--- src/rtl/calc_display_pkg.sv ---
// Shared types and seven-segment constants for the calculator display path.
// Segment bytes are active-high: bit 7 = dot, bits 6..0 = segments g..a.
package calc_display_pkg;

  typedef enum logic [0:0] {
    StBlank,
    StDrive
  } state_e;

  localparam logic [7:0] SEG_OFF = 8'hFF;

  localparam logic [7:0] D_0     = 8'h3F;
  localparam logic [7:0] D_1     = 8'h06;
  localparam logic [7:0] D_2     = 8'h5B;
  localparam logic [7:0] D_3     = 8'h4F;
  localparam logic [7:0] D_4     = 8'h66;
  localparam logic [7:0] D_5     = 8'h6D;
  localparam logic [7:0] D_6     = 8'h7D;
  localparam logic [7:0] D_7     = 8'h07;
  localparam logic [7:0] D_8     = 8'h7F;
  localparam logic [7:0] D_9     = 8'h6F;
  localparam logic [7:0] D_A     = 8'h77;
  localparam logic [7:0] D_B     = 8'h7C;
  localparam logic [7:0] D_C     = 8'h39;
  localparam logic [7:0] D_D     = 8'h5E;
  localparam logic [7:0] D_E     = 8'h79;
  localparam logic [7:0] D_F     = 8'h71;
  localparam logic [7:0] D_DOT   = 8'h80;
  localparam logic [7:0] D_R     = 8'h50;
  localparam logic [7:0] D_O     = 8'h5C;
  localparam logic [7:0] D_MINUS = 8'h40;
  localparam logic [7:0] D_EMPTY = 8'h00;

endpackage

--- src/rtl/display_mux_if.sv ---
// Frame handshake between the calculator core (master) and the display scanner (slave).
interface display_mux_if #(
  parameter int unsigned DIGITS = 8
);

  logic [8*DIGITS-1:0] frame_data;
  logic                frame_valid;
  logic                frame_ready;

  modport master (
    output frame_data,
    output frame_valid,
    input  frame_ready
  );

  modport slave (
    input  frame_data,
    input  frame_valid,
    output frame_ready
  );

endinterface

--- src/rtl/digit_timer.sv ---
// Loadable down-counter with terminal-count flag; tc_next anticipates the next cycle's flag
// so the scanner can register outputs that depend on it.
module digit_timer #(
  parameter int unsigned     Width      = 4,
  parameter logic [Width-1:0] ResetValue = '0
) (
  input  logic             clock,
  input  logic             reset,
  input  logic             load,
  input  logic [Width-1:0] load_value,
  output logic             tc,
  output logic             tc_next
);

  logic [Width-1:0] count_q, count_d;

  // Load has priority; otherwise count down and hold at zero.
  always_comb begin
    count_d = count_q;
    if (load) begin
      count_d = load_value;
    end else if (count_q != '0) begin
      count_d = count_q - 1'b1;
    end
  end

  // Counter register with synchronous reset.
  always_ff @(posedge clock) begin
    if (reset) begin
      count_q <= ResetValue;
    end else begin
      count_q <= count_d;
    end
  end

  assign tc      = (count_q == '0);
  assign tc_next = (count_d == '0);

endmodule

--- src/rtl/display_mux.sv ---
// Double-buffered, time-multiplexed driver for a multi-digit seven-segment display.
// Accepts whole frames over a valid/ready handshake and scans them out one digit at a time
// with a blanking gap; all outputs are registered from next-state values.
module display_mux
  import calc_display_pkg::*;
#(
  parameter int unsigned DIGITS       = 8,
  parameter int unsigned DIGIT_CYCLES = 1024,
  parameter int unsigned BLANK_CYCLES = 16
) (
  input  logic              clock,
  input  logic              reset,
  display_mux_if.slave      bus,
  output logic [7:0]        display_leds,
  output logic [DIGITS-1:0] display_control,
  output logic              frame_done
);

  localparam int unsigned IdxW      = (DIGITS > 1) ? $clog2(DIGITS) : 1;
  localparam int unsigned MaxCycles = (DIGIT_CYCLES > BLANK_CYCLES) ? DIGIT_CYCLES : BLANK_CYCLES;
  localparam int unsigned CntW      = $clog2(MaxCycles + 1);

  localparam logic [CntW-1:0] DriveLoad  = CntW'(DIGIT_CYCLES - 1);
  // With no blanking gap the timer starts straight into a drive slot.
  localparam logic [CntW-1:0] BlankLoad  = (BLANK_CYCLES > 0) ? CntW'(BLANK_CYCLES - 1)
                                                              : DriveLoad;
  localparam logic [IdxW-1:0] LastIdx    = IdxW'(DIGITS - 1);
  localparam state_e          ResetState = (BLANK_CYCLES > 0) ? StBlank : StDrive;

  state_e                state_q, state_d;
  logic [IdxW-1:0]       idx_q, idx_d;
  logic [8*DIGITS-1:0]   front_q, front_d;
  logic [8*DIGITS-1:0]   pending_q;
  logic                  pending_full_q;

  logic                  timer_load;
  logic [CntW-1:0]       timer_value;
  logic                  timer_tc, timer_tc_next;

  logic                  scan_end, swap, transfer;
  logic [7:0]            leds_d;
  logic [DIGITS-1:0]     control_d;
  logic                  done_d;

  digit_timer #(
    .Width      (CntW),
    .ResetValue (BlankLoad)
  ) u_timer (
    .clock      (clock),
    .reset      (reset),
    .load       (timer_load),
    .load_value (timer_value),
    .tc         (timer_tc),
    .tc_next    (timer_tc_next)
  );

  assign transfer        = bus.frame_valid && !pending_full_q;
  assign swap            = scan_end && pending_full_q;
  assign front_d         = swap ? pending_q : front_q;
  assign bus.frame_ready = !pending_full_q;

  // Scan sequencing: advance state, digit index and slot timer on terminal count.
  always_comb begin
    state_d     = state_q;
    idx_d       = idx_q;
    timer_load  = 1'b0;
    timer_value = DriveLoad;
    scan_end    = 1'b0;
    unique case (state_q)
      StBlank: begin
        if (timer_tc) begin
          state_d     = StDrive;
          timer_load  = 1'b1;
          timer_value = DriveLoad;
        end
      end
      StDrive: begin
        if (timer_tc) begin
          scan_end   = (idx_q == LastIdx);
          idx_d      = scan_end ? '0 : idx_q + 1'b1;
          timer_load = 1'b1;
          if (BLANK_CYCLES > 0) begin
            state_d     = StBlank;
            timer_value = BlankLoad;
          end else begin
            state_d     = StDrive;
            timer_value = DriveLoad;
          end
        end
      end
      default: ;
    endcase
  end

  // Output values for the coming cycle, derived from next state so they register cleanly.
  always_comb begin
    control_d = '1;
    leds_d    = SEG_OFF;
    if (state_d == StDrive) begin
      control_d = ~(DIGITS'(1) << idx_d);
      for (int unsigned i = 0; i < DIGITS; i++) begin
        if (idx_d == IdxW'(i)) begin
          leds_d = ~front_d[8*i +: 8];
        end
      end
    end
    done_d = (state_d == StDrive) && (idx_d == LastIdx) && timer_tc_next;
  end

  // State, frame buffers and registered outputs.
  always_ff @(posedge clock) begin
    if (reset) begin
      state_q         <= ResetState;
      idx_q           <= '0;
      front_q         <= '0;
      pending_q       <= '0;
      pending_full_q  <= 1'b0;
      display_leds    <= SEG_OFF;
      display_control <= '1;
      frame_done      <= 1'b0;
    end else begin
      state_q <= state_d;
      idx_q   <= idx_d;
      front_q <= front_d;
      // A transfer needs an empty pending buffer, so it never coincides with a swap.
      if (transfer) begin
        pending_q      <= bus.frame_data;
        pending_full_q <= 1'b1;
      end else if (swap) begin
        pending_full_q <= 1'b0;
      end
      display_leds    <= leds_d;
      display_control <= control_d;
      frame_done      <= done_d;
    end
  end

endmodule

--- src/flat_wrapper.sv ---
// flat-port wrapper written by rule: the top's interface ports become plain ports
module display_mux_flat import calc_display_pkg::*;
#(
  parameter int unsigned DIGITS       = 8,
  parameter int unsigned DIGIT_CYCLES = 1024,
  parameter int unsigned BLANK_CYCLES = 16
)
  (clock, reset, display_leds, display_control, frame_done, bus_frame_data, bus_frame_valid, bus_frame_ready);
  display_mux_if #(.DIGITS(DIGITS)) bus_i ();
  input  logic clock;
  input  logic reset;
  output logic [7:0] display_leds;
  output logic [DIGITS-1:0] display_control;
  output logic frame_done;
  input wire logic [$bits(bus_i.frame_data)-1:0] bus_frame_data;
  input wire logic [$bits(bus_i.frame_valid)-1:0] bus_frame_valid;
  output wire logic [$bits(bus_i.frame_ready)-1:0] bus_frame_ready;
  assign bus_i.frame_data = bus_frame_data;
  assign bus_i.frame_valid = bus_frame_valid;
  assign bus_frame_ready = bus_i.frame_ready;
  display_mux #(.DIGITS(DIGITS), .DIGIT_CYCLES(DIGIT_CYCLES), .BLANK_CYCLES(BLANK_CYCLES)) u_core (.clock(clock), .reset(reset), .bus(bus_i), .display_leds(display_leds), .display_control(display_control), .frame_done(frame_done));
endmodule
--- config.mk ---
export PLATFORM = sky130hd
export DESIGN_NAME = display_mux_flat
export DESIGN_NICKNAME = d
export VERILOG_FILES = /design/src/rtl/calc_display_pkg.sv /design/src/rtl/display_mux_if.sv /design/src/rtl/digit_timer.sv /design/src/rtl/display_mux.sv /design/src/flat_wrapper.sv
export SDC_FILE = /design/constraint.sdc
export NUM_CORES = 1
export LEC_CHECK = 0
export BUFFER_PORTS_ARGS = -buffer_cell sky130_fd_sc_hd__buf_2
export CORE_UTILIZATION = 25
export CTS_BUF_LIST = sky130_fd_sc_hd__clkbuf_4
export DETAILED_ROUTE_END_ITERATION = 8
export SETUP_SLACK_MARGIN = 0.2
export SLEW_MARGIN = 10
export SYNTH_ARGS = -nofsm -noshare
export SYNTH_HDL_FRONTEND = slang
export SYNTH_SLANG_ARGS = --single-unit
--- constraint.sdc ---
create_clock -name clock -period 3.9 [get_ports clock]
set_clock_uncertainty 0.15 [all_clocks]
set_input_delay 0 -clock clock [delete_from_list [all_inputs] [get_ports clock]]
set_output_delay 0 -clock clock [all_outputs]
set_load 0.01 [all_outputs]
==> results of run 1 <==
[path summary, 6_finish.rpt]
| kind | slack [ps] | endpoint | depth (start not counted) | from |
|---|---|---|---|---|
| worst max-delay path | 690 | u_core.display_leds[6] | 8 | u_core.u_timer.count_q[0] |
| worst min-delay path | 60 | u_core.pending_q[63] | 4 | bus_frame_data[63] |
| worst max register to register | 690 | u_core.display_leds[6] | 8 | u_core.u_timer.count_q[0] |
| worst min register to register | 290 | u_core.u_timer.count_q[0] | 1 | u_core.u_timer.count_q[0] |
[logic make-up (layout without fill, tap and decap cells)]
| family | Yosys count | in the layout | share of synthesized area (%) |
|---|---|---|---|
| DFF | 161 | 161 | 50.3 |
| AOI/OAI and AO/OA | 154 | 154 | 15.1 |
| and+or+nand+nor | 295 | 295 | 19.5 |
| adders and majority gates | 4 | 4 | 0.781 |
| xor gates and xnor gates | 4 | 4 | 0.546 |
| other | 0 | 1 | 0 |
| buffers and inverters | 54 | 274 | 3.77 |
| muxes | 62 | 62 | 10.0 |
[flip-flops by register name (all words and copies together) (netlist names)]
signal and flops:
u_core.display_control 8, u_core.u_timer.count_q 11, u_core.idx_q 3, u_core.state_q 1
u_core.front_q 64, u_core.pending_full_q 1, u_core.pending_q 64, u_core.display_leds 8
u_core.frame_done 1
[stage by stage]
step / area, sq um / worst slack [ps] / hold WS, ps / power [uW] / cells
global route: 8770 / 532 / 51.4 / 2970 / 1285
detailed placement: 7130 / 708 / 96.4 / 1900 / 1111
global placement: 7130 / 750 / 95.9 / 1900 / 1111
finish: 8770 / 690 / 60.9 / 2830 / 1285
floorplan: 6410 / 1060 / -18.9 / 1830 / 734
CTS: 8770 / 710 / 26.8 / 2860 / 1284
[power by group through the flow]
| stage | Sequential [uW] | Clock, uW | Combinational, uW |
|---|---|---|---|
| detailed placement | 1750 | 0 | 149 |
| global route | 1720 | 955 | 288 |
| finish | 1720 | 852 | 260 |
| global placement | 1750 | 0 | 148 |
| floorplan | 1740 | 0 | 91.1 |
| CTS | 1720 | 886 | 257 |
[final cells by class]
| cell class | count | area [sq um] |
|---|---|---|
| diodes | 1 | 2.50 |
| clock buffers | 18 | 135 |
| clock inverters | 14 | 90.1 |
| fillers | 2609 | 16400 |
| inverters | 5 | 18.8 |
| multi-input cells | 519 | 2970 |
| flip-flops and latches | 161 | 3220 |
| well taps | 330 | 413 |
| repair buffers | 237 | 1920 |
[placed cells by master (no fill, tap or decap), types with 5 or more instances in the layout]
master,netlist,routed
nand2_1,182,181
dfxtp_1,161,161
dlygate4sd3_1,0,141
a21oi_1,102,102
buf_2,7,83
nor2_1,71,71
mux2i_1,58,58
clkbuf_4,0,18
buf_4,8,13
a211oi_1,10,10
nor3_1,8,8
o22ai_1,8,8
a22o_1,8,8
nand2b_1,6,6
a221oi_1,6,6
o41ai_1,6,6
inv_1,5,5
[layer usage]
| metal | vias to the layer above | global-route usage [%] | wire length [um] |
|---|---|---|---|
| met5 | - | 0 | 0 |
| met4 | 0 | 3.34 | 103 |
| met3 | 11 | 2.53 | 455 |
| met2 | 90 | 24.1 | 8830 |
| met1 | 2647 | 17.7 | 8350 |
| li1 | 2918 | - | - |
[critical path, cell delays in order, from the launching register on]
cell and delay [ps]:
dfxtp_1 360, inv_1 60, ha_1 210, or4b_4 590, or3_1 570, nor3_2 350, mux2i_1 330, o22ai_1 370
o41ai_2 110
==> flow_summary.json, run 1 <==
{
  "critPathKind": "flop to flop",
  "hold_buffers": 141,
  "slew_viol_final": 0,
  "power_density_mw_per_mm2": 322,
  "postCtsSetupBuffers": 0,
  "drive_gt1_share_pct": 15.7,
  "synth-edff-count": 0,
  "syn_inst": 734,
  "max_freq_mhz": 312,
  "yosys.area.top_type": "dfxtp_1",
  "wl_per_cell_um": 13.8,
  "worst_pin_slew_ps": 1050,
  "core_area_sq_mm": 0.0252,
  "clk_transition_reported_paths_ps": 140,
  "pin_count": 85,
  "finalCritPeriodShare_pct": 82.3,
  "maxCapViolations": 0,
  "p_sw_share_pct": 26.1,
  "finalSetupViolations": 0,
  "firstDrtPassIters": 5,
  "maxSlewHeadroom_pct": 29.7,
  "die_area_sq_mm": 0.0263,
  "globalRouteOverflowTotal": 0,
  "async_flop_share_pct": 0,
  "fin_crit_ps": 3210,
  "finalHoldViolations": 0,
  "grt_pass1_wl_um": 28600,
  "cts_tree": "built",
  "startpoint_type": "flop",
  "wirelength_um": 17700,
  "min_path_type": "primary input to flop",
  "outcome": "finished clean",
  "final_util_pct": 34.8,
  "synth_area_leaders": "dfxtp_1 (50%), nand2_1 (11%), mux2i_1 (9.1%), a21oi_1 (8.0%), nor2_1 (4.2%)",
  "insertion_delay_ps": 560,
  "synthTopCellsByCount": "nand2_1 (182), dfxtp_1 (161), a21oi_1 (102)",
  "grt_max_degree": 72,
  "drc_errors": 0,
  "ir_drop_v": 0.000179,
  "gp_congestion": 0.790,
  "ys_seq_area_share_pct": 50.3,
  "crit_fanout": 13,
  "clockRootBuffer": "clkbuf_4",
  "finalSetupTns_ps": 0,
  "leakage_uw": 0.00328,
  "p_comb_share_pct": 9.2,
  "finalNetCount": 1012,
  "cp.arrival_ps": 3510,
  "vias_per_cell": 4.41,
  "syn_area_sq_mm": 0.00641,
  "synthFlopType": "dfxtp_1",
  "p_clk_share_pct": 30.1,
  "cts.path.max_buffers": 2,
  "synth_fp_nets": 805,
  "cp-end-kind": "flop",
  "syn_avg_cell_area_sq_um": 8.74,
  "synth-seq-cells": 161,
  "numCtsBuffers": 17,
  "die_h_um": 162,
  "place_hpwl_um": 11600,
  "areaGrowthSynthToFinish_pct": 36.8,
  "cts_sinks": 161,
  "cellInternalPower_uw": 2090,
  "seqPwrFrac_pct": 60.7,
  "core.rowCount": 58,
  "grt_pass1_vias": 5521,
  "antenna_found_initial": 1,
  "antenna_left": 0,
  "rsz0062_at_grt": "false",
  "floorplan.initialDensity_pct": 25.5,
  "yosys.area.top_type_share_pct": 50.3,
  "htreeDepth": 4,
  "ys_types": 49,
  "required_ps": 4200,
  "grt_usage_pct": 13.9,
  "dr.first_iter.drc_count": 339,
  "die_w_um": 162,
  "post_cts_resized": 0,
  "yosysMostFrequentCell": "nand2_1",
  "ys_warn_count": 0,
  "port_buffers": 84,
  "vias": 5666,
  "p_switching_uw": 739
}
Power figures use the tool's default switching activity.
==> inputs of run 2 (changes only) <==
==> constraint.sdc (replaced) <==
create_clock -name clock -period 3 [get_ports clock]
set_clock_uncertainty 0.15 [all_clocks]
set_input_delay 0 -clock clock [delete_from_list [all_inputs] [get_ports clock]]
set_output_delay 0 -clock clock [all_outputs]
set_load 0.01 [all_outputs]
==> run 2 against run 1 <==
  * Cell count is 7.6% higher
  * Sequential power is 30% higher
  * Total power is 40% higher
  * Wire length is 9.9% higher
  * Fmax is 15% higher
  * Clock power is 54% higher
  * Register-to-register slack worse by 480 ps
  * Setup slack worse by 480 ps
  * Sequential share of layout area is 4.7 points lower
  * Utilization is 5.2 points higher
  * Critical endpoint is now u_core.display_leds[7]
  * Largest power group unchanged
==> flow_summary.json, run 2 (synthesis results as in run 1) <==
{
  "firstDrtPassIters": 4,
  "reg2reg_slack_ps": 210,
  "r2r_end": "u_core.display_leds[7]",
  "grtUsageMet1_pct": 19.3,
  "min_path_type": "primary input to flop",
  "clk_transition_reported_paths_ps": 160,
  "drive_gt1_share_pct": 21.3,
  "cp-end-kind": "flop",
  "critPathLaunch": "u_core.u_timer.count_q[1]",
  "cts.path.max_buffers": 2,
  "r2r_start": "u_core.u_timer.count_q[1]",
  "grt_usage_pct": 14.9,
  "port_buffers": 84,
  "fin_crit_ps": 2790,
  "grt_max_degree": 72,
  "htreeDepth": 4,
  "setup_ws_ps": 206,
  "die_h_um": 162,
  "gr-usage-met2_pct": 24.7,
  "grt_pass1_vias": 6046,
  "endpoint": "u_core.display_leds[7]",
  "max_freq_mhz": 358,
  "die_w_um": 162,
  "areaGrowthSynthToFinish_pct": 57.3,
  "cts_sinks": 161,
  "rsz0062_at_grt": "true",
  "vias": 6216,
  "pre_cts_ws_ps": 25.3,
  "cp.arrival_ps": 3140,
  "wirelength_um": 19500,
  "final_cell_area_sq_mm": 0.0101,
  "vias_per_cell": 4.49,
  "seqPwrFrac_pct": 56.3,
  "r2r_cells": 9,
  "gp_congestion": 0.801,
  "critPathMaxStageDelay_ps": 510,
  "worst_pin_slew_ps": 778,
  "dr.first_iter.drc_count": 429,
  "crit_fanout": 7,
  "placed_area_sq_mm": 0.00737,
  "core.rowCount": 58,
  "finalCritPeriodShare_pct": 93.1,
  "antenna_found_initial": 1,
  "top_usage_layer": "met2",
  "pin_count": 85,
  "critPathKind": "flop to flop",
  "maxCapViolations": 0,
  "maxSlewHeadroom_pct": 48.1,
  "ir_drop_v": 0.000223,
  "slowest_stage": "or4b_4",
  "insertion_delay_ps": 590,
  "floorplan.initialDensity_pct": 25.5,
  "finalNetCount": 1110,
  "die_area_sq_mm": 0.0263,
  "wl_per_cell_um": 14.1,
  "slew_viol_final": 0,
  "clockRootBuffer": "clkbuf_4",
  "globalRouteOverflowTotal": 0,
  "cellInternalPower_uw": 2840,
  "antenna_left": 0,
  "grt_util_met3_pct": 2.58,
  "place_hpwl_um": 11900,
  "grt_pass1_wl_um": 30700,
  "p_sw_share_pct": 28.3,
  "n_fill_cell": 2505,
  "p_switching_uw": 1120,
  "final_common_cell": "dlygate4sd3_1",
  "cts_tree": "built",
  "numCtsBuffers": 17,
  "reg_top3": "u_core.front_q (64), u_core.pending_q (64), u_core.u_timer.count_q (11)",
  "power_density_mw_per_mm2": 393,
  "finalSetupViolations": 0,
  "finalSetupTns_ps": 0,
  "final_cell_mix": "dlygate4sd3_1 (201), nand2_1 (181), dfxtp_1 (157), a21oi_1 (102), buf_2 (83)",
  "startpoint_type": "flop",
  "crit_chain": "inv_2 -> ha_4 -> or4b_4 -> or3_4 -> buf_12 -> mux2i_2 -> a22o_1 -> a221oi_2 -> o41ai_2",
  "core_area_sq_mm": 0.0252,
  "p_comb_share_pct": 10.5,
  "outcome": "finished clean",
  "required_ps": 3350,
  "finalHoldViolations": 0,
  "leakage_uw": 0.00387,
  "drc_errors": 0,
  "p_clk_share_pct": 33.1
}
## run 2: changes by cell type in the layout (fill, tap and decap cells not counted), moves of 5 or more
cell	change
a221oi_1	-5
a221oi_2	+5
buf_12	+6
buf_4	+25
dlygate4sd3_1	+60
inv_8	+5
mux2i_1	-13
mux2i_2	+9
mux2i_4	+5
## run 2: worst min-delay path by stage
| stage | slack (ps) | cells after the start | end | start |
|---|---|---|---|---|
| 6_report | 100 | 4 | u_core.pending_q[26] | bus_frame_data[26] |
| 5_1_grt | 80 | 4 | u_core.pending_full_q | bus_frame_valid |
| 4_1_cts | 70 | 4 | u_core.pending_full_q | bus_frame_valid |
| 3_5_place_dp | 90 | 3 | u_core.pending_q[8] | bus_frame_data[8] |
| 3_3_place_gp | 100 | 3 | u_core.pending_q[46] | bus_frame_data[46] |
| 2_1_floorplan | -20 | 2 | u_core.u_timer.count_q[1] | reset |
## run 2: what timing repair did
action,CTS,global route
gates cloned,2,3
pin swaps,6,6
endpoints found under the setup margin,8,11
hold endpoints to repair,144,0
buffers inserted,5,6
gates resized for setup,21,26
hold buffers,201,0
## run 2: power by group through the flow
stage	logic [uW]	registers, uW	clock network (uW)
2_1_floorplan	118	2260	0
3_3_place_gp	203	2270	0
3_5_place_dp	204	2280	0
4_1_cts	408	2230	1350
5_1_grt	460	2240	1460
6_report	418	2230	1310
## run 2: through the flow
stage | util [%] | hold WS, ps | total power, uW | cells
6_report | 40.0 | 97.6 | 3960 | 1383
2_1_floorplan | - | -18.9 | 2380 | 734
3_3_place_gp | 29.3 | 96.3 | 2480 | 1133
5_1_grt | 40.0 | 82.1 | 4160 | 1383
3_5_place_dp | 29.3 | 94.6 | 2480 | 1133
4_1_cts | 39.1 | 69.9 | 3990 | 1373
## run 2: metal layers
| metal | up-vias | part of all wire [%] |
|---|---|---|
| li1 | 3129 | - |
| met1 | 2947 | 46 |
| met2 | 113 | 48 |
| met3 | 27 | 3.4 |
| met4 | 0 | 2.5 |
| met5 | - | 0 |
## run 2: layout make-up
type / instances / area (sq um) / share of cell area [%]
flip-flops and latches: 161 / 3230 / 32.0
multi-input cells: 520 / 3170 / 31.5
repair buffers: 334 / 2960 / 29.3
well taps: 330 / 413 / 4.09
clock inverters: 14 / 158 / 1.56
clock buffers: 18 / 135 / 1.34
inverters: 5 / 18.8 / 0.186
diodes: 1 / 2.50 / 0.0248
## run 2: critical path, delay by kind of cell (launching register included)
family | cells | cell delay [ps]
adder cells (fa/ha/maj) | 1 | 130
multiplexers | 1 | 190
AND/OR/NAND/NOR | 2 | 940
buffers and inverters | 2 | 230
AO/OA/AOI/OAI | 3 | 710
flip-flops | 1 | 360
==> inputs of run 3 (changes only) <==
--- a/config.mk
+++ b/config.mk
@@ -6,9 +6,11 @@
 export NUM_CORES = 1
 export LEC_CHECK = 0
 export BUFFER_PORTS_ARGS = -buffer_cell sky130_fd_sc_hd__buf_2
-export CORE_UTILIZATION = 25
+export CORE_ASPECT_RATIO = 1.2
+export CORE_UTILIZATION = 59
 export CTS_BUF_LIST = sky130_fd_sc_hd__clkbuf_4
 export DETAILED_ROUTE_END_ITERATION = 8
+export PLACE_DENSITY = 0.81
 export SETUP_SLACK_MARGIN = 0.2
 export SLEW_MARGIN = 10
 export SYNTH_ARGS = -nofsm -noshare
==> run 3 against run 2 <==
  * Register-to-register slack worse by 110 ps
  * Clock power up 8%
  * Via count down 0.16%
  * Total power down 0.16%
  * Non-clock buffer count down 120
  * Sequential share of layout area up 5.5 points
  * Die area down 57%
  * Wire length down 0.53%
  * Design area down 15%
  * Cell count down 23%
  * Critical path type unchanged
  * Highest routed layer unchanged
==> flow_summary.json, run 3 (synthesis results as in run 1) <==
{
  "areaGrowthSynthToFinish_pct": 34.0,
  "floorplan.initialDensity_pct": 60.7,
  "firstDrtPassIters": 5,
  "critPathMaxStageDelay_ps": 510,
  "diodes": 0,
  "grt_usage_pct": 34.1,
  "fin_crit_ps": 2900,
  "power_density_mw_per_mm2": 460,
  "grt_max_degree": 81,
  "maxCapViolations": 0,
  "crit_top_cell": "buf_6",
  "wl_per_cell_um": 18.3,
  "pin_count": 85,
  "dr.first_iter.drc_count": 566,
  "crit_chain": "inv_2 -> ha_4 -> or4b_4 -> or3_4 -> buf_6 -> mux2i_4 -> buf_6 -> a22o_1 -> a221oi_2 -> o41ai_2",
  "slew_viol_final": 0,
  "core_area_sq_mm": 0.0106,
  "pre_cts_ws_ps": -16.7,
  "rsz0062_at_grt": "true",
  "finalSetupViolations": 0,
  "antenna_found_initial": 0,
  "startpoint_type": "flop",
  "finalNetCount": 989,
  "final_cell_mix": "nand2_1 (181), dfxtp_1 (159), a21oi_1 (102), dlygate4sd3_1 (92), buf_2 (83)",
  "grt_pass1_wl_um": 29900,
  "critPathKind": "flop to flop",
  "place_hpwl_um": 10800,
  "max_freq_mhz": 345,
  "die_h_um": 116,
  "drive_gt1_share_pct": 21.2,
  "die_w_um": 97.2,
  "outcome": "finished clean",
  "crit_fanout": 6,
  "slowest_stage": "or4b_4",
  "reg_top3": "u_core.front_q (64), u_core.pending_q (64), u_core.u_timer.count_q (11)",
  "final_common_cell": "nand2_1",
  "ir_drop_v": 0.000287,
  "cts_sinks": 161,
  "clockRootBuffer": "clkbuf_4",
  "core.rowCount": 41,
  "hold_slack_ps": 81.8,
  "fin_cells": 1059,
  "leakage_uw": 0.00336,
  "wirelength_um": 19400,
  "die_area_sq_mm": 0.0113,
  "cp-end-kind": "flop",
  "dp.cells": 923,
  "vias_per_cell": 5.86,
  "cts_tree": "built",
  "clk_transition_reported_paths_ps": 120,
  "setup_ws_ps": 98.1,
  "cts.path.max_buffers": 2,
  "finalCritPeriodShare_pct": 96.7,
  "numCtsBuffers": 17,
  "vias": 6206,
  "maxSlewHeadroom_pct": 47.1,
  "required_ps": 3280,
  "drc_errors": 0,
  "min_path_type": "primary input to flop",
  "globalRouteOverflowTotal": 0,
  "htreeDepth": 4,
  "port_buffers": 84,
  "antenna_left": 0,
  "worst_pin_slew_ps": 794,
  "insertion_delay_ps": 560,
  "cp.arrival_ps": 3180,
  "finalHoldViolations": 0,
  "gp_congestion": 0.866,
  "finalSetupTns_ps": 0,
  "grt_pass1_vias": 6106
}
==> run 3: cell types whose count changed in the layout (fill, tap and decap cells not counted), moves of 4 or more <==
cell / change
buf_4: -11
bufinv_16: +4
dlygate4sd3_1: -109
inv_8: -5
mux2i_1: +6
mux2i_2: -5
==> run 3: path summary, 6_finish.rpt <==
kind	cells after the start	slack [ps]	end	start
worst max-delay path	10	100	u_core.display_leds[5]	u_core.u_timer.count_q[0]
worst min-delay path	4	80	u_core.pending_q[38]	bus_frame_data[38]
worst max register to register	10	100	u_core.display_leds[5]	u_core.u_timer.count_q[0]
worst min register to register	2	310	u_core.front_q[12]	u_core.front_q[12]
==> run 3: layout make-up <==
cell class / instances / area (sq um)
clock buffers: 19 / 143
fillers: 603 / 1970
repair buffers: 214 / 1770
well taps: 129 / 161
inverters: 5 / 18.8
flip-flops and latches: 161 / 3230
clock inverters: 12 / 166
multi-input cells: 519 / 3110
==> run 3: timing repair <==
action / in CTS / in global routing
hold buffers: 92 / 0
pin swaps: 6 / 3
cloned: 2 / 0
setup endpoints to repair: 8 / 9
buffers inserted: 9 / 2
endpoints found under the hold margin: 98 / 0
gates resized for setup: 25 / 11
==> run 3: layer usage <==
layer  global-route usage [%]  vias to the layer above  share of wire (%)  routed length, um
li1                         -                     2883                  -                  -
met1                     37.4                     2917                 36               7040
met2                     61.7                      317                 52              10100
met3                     7.18                       89                6.6               1280
met4                     19.9                        0                5.2               1000
met5                        0                        -                  0                  0
==> run 3: critical path: cells and delay by family (launching register included) <==
| family | cells | cell delay, ps |
|---|---|---|
| AO/OA/AOI/OAI | 3 | 560 |
| buffers and inverters | 3 | 380 |
| AND/OR/NAND/NOR | 2 | 970 |
| multiplexers | 1 | 220 |
| adder cells (fa/ha/maj) | 1 | 140 |
| flip-flops | 1 | 350 |
==> run 3: report_power, final <==
group          internal (uW)  leakage (uW)  switching [uW]
Combinational            162       0.00189             148
Clock                    667      0.000165             746
Sequential              2190       0.00131            43.1
==> run 3: stage by stage <==
stage	instance area [sq um]	total power [uW]	utilization (%)
floorplan	6420	2380	-
global placement	7050	2460	66.7
detailed placement	7050	2470	66.7
CTS	8520	3920	80.6
global route	8600	4070	81.3
finish	8600	3960	81.3
